===== src/rtl/quadtree_ram_mlane.sv =====
// Multi-lane RAM read pipeline: one write port, NUM_LANES read copies, write-first forwarding,
// a post-reset clear sweep, and a fixed latency of 1 + OUT_REG_ENABLE cycles with no backpressure.
module quadtree_ram_mlane #(
  parameter int                    DATA_WIDTH     = 8,
  parameter int                    ADDR_WIDTH     = 6,
  parameter int                    BYPASS_WIDTH   = 1,
  parameter int                    NUM_LANES      = 2,
  parameter int                    OUT_REG_ENABLE = 0,
  parameter int                    INIT_ENABLE    = 1,
  parameter logic [DATA_WIDTH-1:0] INIT_VALUE     = '0
) (
  input  logic                              clk_i,
  input  logic                              rst_i,
  input  logic [DATA_WIDTH-1:0]             wr_data_i,
  input  logic [ADDR_WIDTH-1:0]             wr_addr_i,
  input  logic                              wr_enable_i,
  input  logic [NUM_LANES*ADDR_WIDTH-1:0]   in_read_addr_i,
  input  logic [NUM_LANES*BYPASS_WIDTH-1:0] in_bypass_i,
  input  logic [NUM_LANES-1:0]              in_valid_i,
  output logic                              in_ready_o,
  output logic [NUM_LANES*DATA_WIDTH-1:0]   out_read_data_o,
  output logic [NUM_LANES*BYPASS_WIDTH-1:0] out_bypass_o,
  output logic [NUM_LANES-1:0]              out_valid_o
);

  localparam int DEPTH = 1 << ADDR_WIDTH;

  typedef enum logic {ST_INIT, ST_RUN} state_t;

  state_t                  state_q, state_d;
  logic [ADDR_WIDTH-1:0]   cnt_q, cnt_d;
  logic                    ready_q, ready_d;
  logic                    mem_we;
  logic [ADDR_WIDTH-1:0]   mem_wa;
  logic [DATA_WIDTH-1:0]   mem_wd;
  logic                    run;

  assign run        = (state_q == ST_RUN);
  assign in_ready_o = ready_q;

  always_ff @(posedge clk_i or posedge rst_i) begin
    if (rst_i) begin
      state_q <= (INIT_ENABLE != 0) ? ST_INIT : ST_RUN;
      cnt_q   <= '0;
      ready_q <= (INIT_ENABLE == 0);
    end else begin
      state_q <= state_d;
      cnt_q   <= cnt_d;
      ready_q <= ready_d;
    end
  end

  // The sweep owns the write port until the last address is written.
  always_comb begin
    state_d = state_q;
    cnt_d   = cnt_q;
    mem_we  = 1'b0;
    mem_wa  = wr_addr_i;
    mem_wd  = wr_data_i;
    case (state_q)
      ST_INIT: begin
        mem_we = 1'b1;
        mem_wa = cnt_q;
        mem_wd = INIT_VALUE;
        cnt_d  = cnt_q + ADDR_WIDTH'(1);
        if (cnt_q == {ADDR_WIDTH{1'b1}}) state_d = ST_RUN;
      end
      default: mem_we = wr_enable_i;
    endcase
    ready_d = (state_d == ST_RUN);
  end

  for (genvar k = 0; k < NUM_LANES; k++) begin : g_lane
    logic [DATA_WIDTH-1:0]   mem_q [DEPTH];
    logic [ADDR_WIDTH-1:0]   rd_addr;
    logic                    acc;
    logic                    hit;
    logic                    v1_q;
    logic [BYPASS_WIDTH-1:0] bp1_q;
    logic [DATA_WIDTH-1:0]   ram_q;
    logic                    fwd_q;
    logic [DATA_WIDTH-1:0]   fwd_dat_q;
    logic [DATA_WIDTH-1:0]   d1;

    assign rd_addr = in_read_addr_i[k*ADDR_WIDTH +: ADDR_WIDTH];
    assign acc     = run && in_valid_i[k];
    assign hit     = acc && mem_we && (mem_wa == rd_addr);

    always_ff @(posedge clk_i) begin
      if (mem_we) mem_q[mem_wa] <= mem_wd;
    end

    // The primitive returns pre-write data, so a same-cycle write is captured alongside it.
    always_ff @(posedge clk_i or posedge rst_i) begin
      if (rst_i) begin
        v1_q      <= 1'b0;
        bp1_q     <= '0;
        ram_q     <= '0;
        fwd_q     <= 1'b0;
        fwd_dat_q <= '0;
      end else begin
        v1_q      <= acc;
        bp1_q     <= in_bypass_i[k*BYPASS_WIDTH +: BYPASS_WIDTH];
        ram_q     <= mem_q[rd_addr];
        fwd_q     <= hit;
        fwd_dat_q <= wr_data_i;
      end
    end

    assign d1 = fwd_q ? fwd_dat_q : ram_q;

    if (OUT_REG_ENABLE != 0) begin : g_oreg
      logic                    v2_q;
      logic [BYPASS_WIDTH-1:0] bp2_q;
      logic [DATA_WIDTH-1:0]   d2_q;

      always_ff @(posedge clk_i or posedge rst_i) begin
        if (rst_i) begin
          v2_q  <= 1'b0;
          bp2_q <= '0;
          d2_q  <= '0;
        end else begin
          v2_q  <= v1_q;
          bp2_q <= bp1_q;
          d2_q  <= d1;
        end
      end

      assign out_valid_o[k]                                  = v2_q;
      assign out_bypass_o[k*BYPASS_WIDTH +: BYPASS_WIDTH]    = bp2_q;
      assign out_read_data_o[k*DATA_WIDTH +: DATA_WIDTH]     = d2_q;
    end else begin : g_noreg
      assign out_valid_o[k]                                  = v1_q;
      assign out_bypass_o[k*BYPASS_WIDTH +: BYPASS_WIDTH]    = bp1_q;
      assign out_read_data_o[k*DATA_WIDTH +: DATA_WIDTH]     = d1;
    end
  end

endmodule


===== config.mk =====
export PLATFORM = sky130hd
export DESIGN_NAME = quadtree_ram_mlane
export DESIGN_NICKNAME = d
export VERILOG_FILES = /design/src/rtl/quadtree_ram_mlane.sv
export SDC_FILE = /design/constraint.sdc
export NUM_CORES = 1
export LEC_CHECK = 0
export BUFFER_PORTS_ARGS = -buffer_cell sky130_fd_sc_hd__buf_4
export CORE_MARGIN = 5
export CORE_UTILIZATION = 55
export CTS_CLUSTER_SIZE = 40
export DETAILED_ROUTE_END_ITERATION = 7
export HOLD_SLACK_MARGIN = 0.02
export PLACE_DENSITY = 0.82
export SKIP_LAST_GASP = 1
export SYNTH_ARGS = -nofsm -noshare
export SYNTH_HDL_FRONTEND = slang
export SYNTH_SLANG_ARGS = --single-unit

===== constraint.sdc =====
create_clock -name clk_i -period 4.55 [get_ports clk_i]
set_input_delay 0.91 -clock clk_i [delete_from_list [all_inputs] [get_ports clk_i]]
set_output_delay 0.91 -clock clk_i [all_outputs]
set_load 0.005 [all_outputs]

==> summary.md <==
* finished clean — outcome
* 2 — number of H-tree levels
* no — setup repair after global routing missed its margin
* 9.95% — area delta synth->final
* clkbuf_16 — cell chosen for the clock root
* 0 — count of max-cap constraint violations
* 0 ps — sum of negative setup slack
* 1,967 — number of cells in the design after placement
* 46,400 um2 — core region area
* 79 — row cnt
* register — sort of element at the end of the critical path
* 226 um — Die Span X
* 2,068 — Post-Layout Cell Count
* 59.8% — Yosys top cell area share
* 0 — count of buffers added by post-CTS timing repair for setup
* 7.42 nW — leakage dissipation
* 549 — clk sink count
* 15.2k — number of global-route vias before repair
* 70.0 mm — final WL
* 1,383 — number of cells produced by synthesis
* 0 — number of max-slew violations in the final report
* 28,300 um2 — post-route cell area
* 55.5% — effective utilization at floorplan
* 0.312 mV — Worst VDD drop
* 0 — number of gates given a new drive strength after cts
* yes — TritonCTS clock tree
* 10.4 mW — Power, Total
* 29.8 ps — Max Clock Skew
* 0 — Diodes inserted
* 54 — number of I/O pins
* 226 um — Die Y
* 25,700 um2 — post-synthesis cell area
* multiplexers — largest family of logic cells by synthesized area
* 4.03% — share of synthesized cell area in and, or, nand and nor gates
* 1,417 — Synth Net Count
* edfxtp_1 (60%), mux4_2 (19%), dfrtp_1 (3.6%) — most area-consuming cells after synthesis
* 512 — count of flip-flops with a built-in enable after synthesis
* 4.19% — fraction of the mapped netlist area in compound gates
* 217 ps — post-route worst hold slack
* 2,424 — number of design-rule violations left by the first detailed-router iteration
* 47 — Unique masters post-synth
* 69 — largest net degree at the start of global routing
* 103 mm — wire length of the first global-routing pass
* 12.2% — relative slew slack
* 370 nW/um2 — power density over the cells
* 4760 ps — required time at the endpoint of the critical path
* 1320 ps — slew of the pin with the lowest slew margin
* 6.74% — proportion of synthesized flip-flops having asynchronous set or reset
* 28.3% — layout cells sized above 1
* 33.9 um — routed wirelength normalized by instance count
* 26,500 um2 — placed instance area
* 0 — initial antenna violation count
* 53 — IO buf count
* edfxtp_1 (512), mux4_2 (217), nor2_1 (91), mux2i_1 (66), buf_2 (40) — synth cell count leaders
* 25.2% — mux cell area share after synthesis
* 3 — maximum number of buffers from clock root to sink
* 54 — clock buffer count from CTS
* register to register — worst setup path class
* 0 — setup violators final
* 81.9% — fin crit share
* 0 — DRC violation count after routing
* 0.0487% — share of synthesized cell area in full adder, half adder and majority cells
* 63.4% — share of the yosys chip area belonging to registers
* 549 — flops & latches, synth
* 15.2k — total via count in the routed design
* 0.928 — routability-driven placement congestion ratio
* 18.6 um2 — average cell area after synthesis
* 0.579% — synthesized-area fraction occupied by xor and xnor cells
* 0 — GRT overflow
* 1,450 — layout net count
* edfxtp_1 — most used flip-flop cell after synthesis
* register — critical path launch point type
* 0 — number of synthesis warnings
* 51,200 um2 — total die area
* 3940 ps — CP arrival
* 5 — 1st-pass router iterations
* input pin to async pin — type of the tightest min-delay check
* 45.2 mm — sum of net half-perimeters after detailed placement
* 27.6% — global-route usage over all layers
* 0 — final hold violation count
* 25 — critical path peak fanout
* edfxtp_1 — Yosys top cell by area
* 7.33 — routed via count divided by cell count
* 620 ps — latest clock arrival within the worst-skew pair
* 0 — quantity of hold-fixing buffers added after cts
* 60 ps — CTS clock-pin slew for the worst setup and hold paths
* 3730 ps — clock period minus final worst setup slack
* 268 MHz — Achievable Freq
* 0 — DRT antenna net count
* edfxtp_1 — most frequent cell after synthesis
[routing by layer]
metal  global-route usage (%)  part of all wire, %
met1                     37.3                   35
met2                     42.8                   46
met3                     8.50                   14
met4                     10.7                  4.9
met5                        0                    0
[sequential cells by signal, summed over array words and instances (netlist names)]
| register | count |
|---|---|
| g_lane.bp1_q | 2 |
| cnt_q | 6 |
| g_lane.ram_q | 16 |
| in_ready_o | 1 |
| g_lane.v1_q | 2 |
| g_lane.fwd_q | 2 |
| g_lane.mem_q | 512 |
| g_lane.fwd_dat_q | 8 |
[through the flow]
stage	utilization, %	setup WS, ps
after floorplan	-	2040
after global placement	57.2	995
after detailed placement	57.2	999
after CTS	61.0	974
after global routing	61.0	662
final	61.0	822
[report_power, final]
group | internal, mW | switching (mW)
registers | 5.45 | 0.0131
logic | 0.188 | 0.298
clock network | 2.62 | 1.88
[layout make-up]
type,instances,area [um2]
inverters,3,11.3
multi-input cells,725,8760
well taps,607,759
fillers,3085,18100
clock inverters,27,308
flip-flops and latches,549,16300
repair buffers,83,681
clock buffers,74,1450
[critical path, stage by stage (launching register included)]
cell	delay [ps]
dfrtp_1	910
nor2b_1	180
a21oi_1	580
nor2b_1	260
nand2_1	430
nor2_1	950
[logic make-up (layout without fill, tap and decap cells)]
kind of cell,Yosys count,after routing
simple gates,219,219
xor+xnor,17,17
flops,549,549
mux,336,336
fa+ha+maj,1,1
compound gates,152,152
buf+inv,109,187
[worst paths after layout]
kind                                start                endpoint  slack, ps  cells after the start
hold / removal                      rst_i         g_lane[1].bp1_q        220                      2
setup reg to reg               in_ready_o  g_lane[1].mem_q[19][5]        820                      5
min in group clk_i         in_bypass_i[1]         g_lane[1].bp1_q        400                      1
hold reg to reg                  cnt_q[2]                cnt_q[2]        510                      1
setup / recovery               in_ready_o  g_lane[1].mem_q[19][5]        820                      5
max in group asynchronous           rst_i      g_lane[1].ram_q[6]       3580                      3
[cells in the final DEF (no fill, tap or decap), types with 11 or more instances in the layout]
master,instances
edfxtp_1,512
mux2i_1,66
o21ai_0,18
o22ai_1,38
dfrtp_1,37
nor3_1,12
nand2_1,37
a21oi_1,19
nor2b_1,25
a221oi_1,13
a211oi_1,20
buf_4,77
nor2_1,91
clkbuf_1,19
mux4_2,217
xnor2_1,11
mux4_1,22
clkinv_1,12
clkbuf_16,55
mux2_2,31
nand3_1,17
Note: power is estimated with default switching activity, not from simulation.
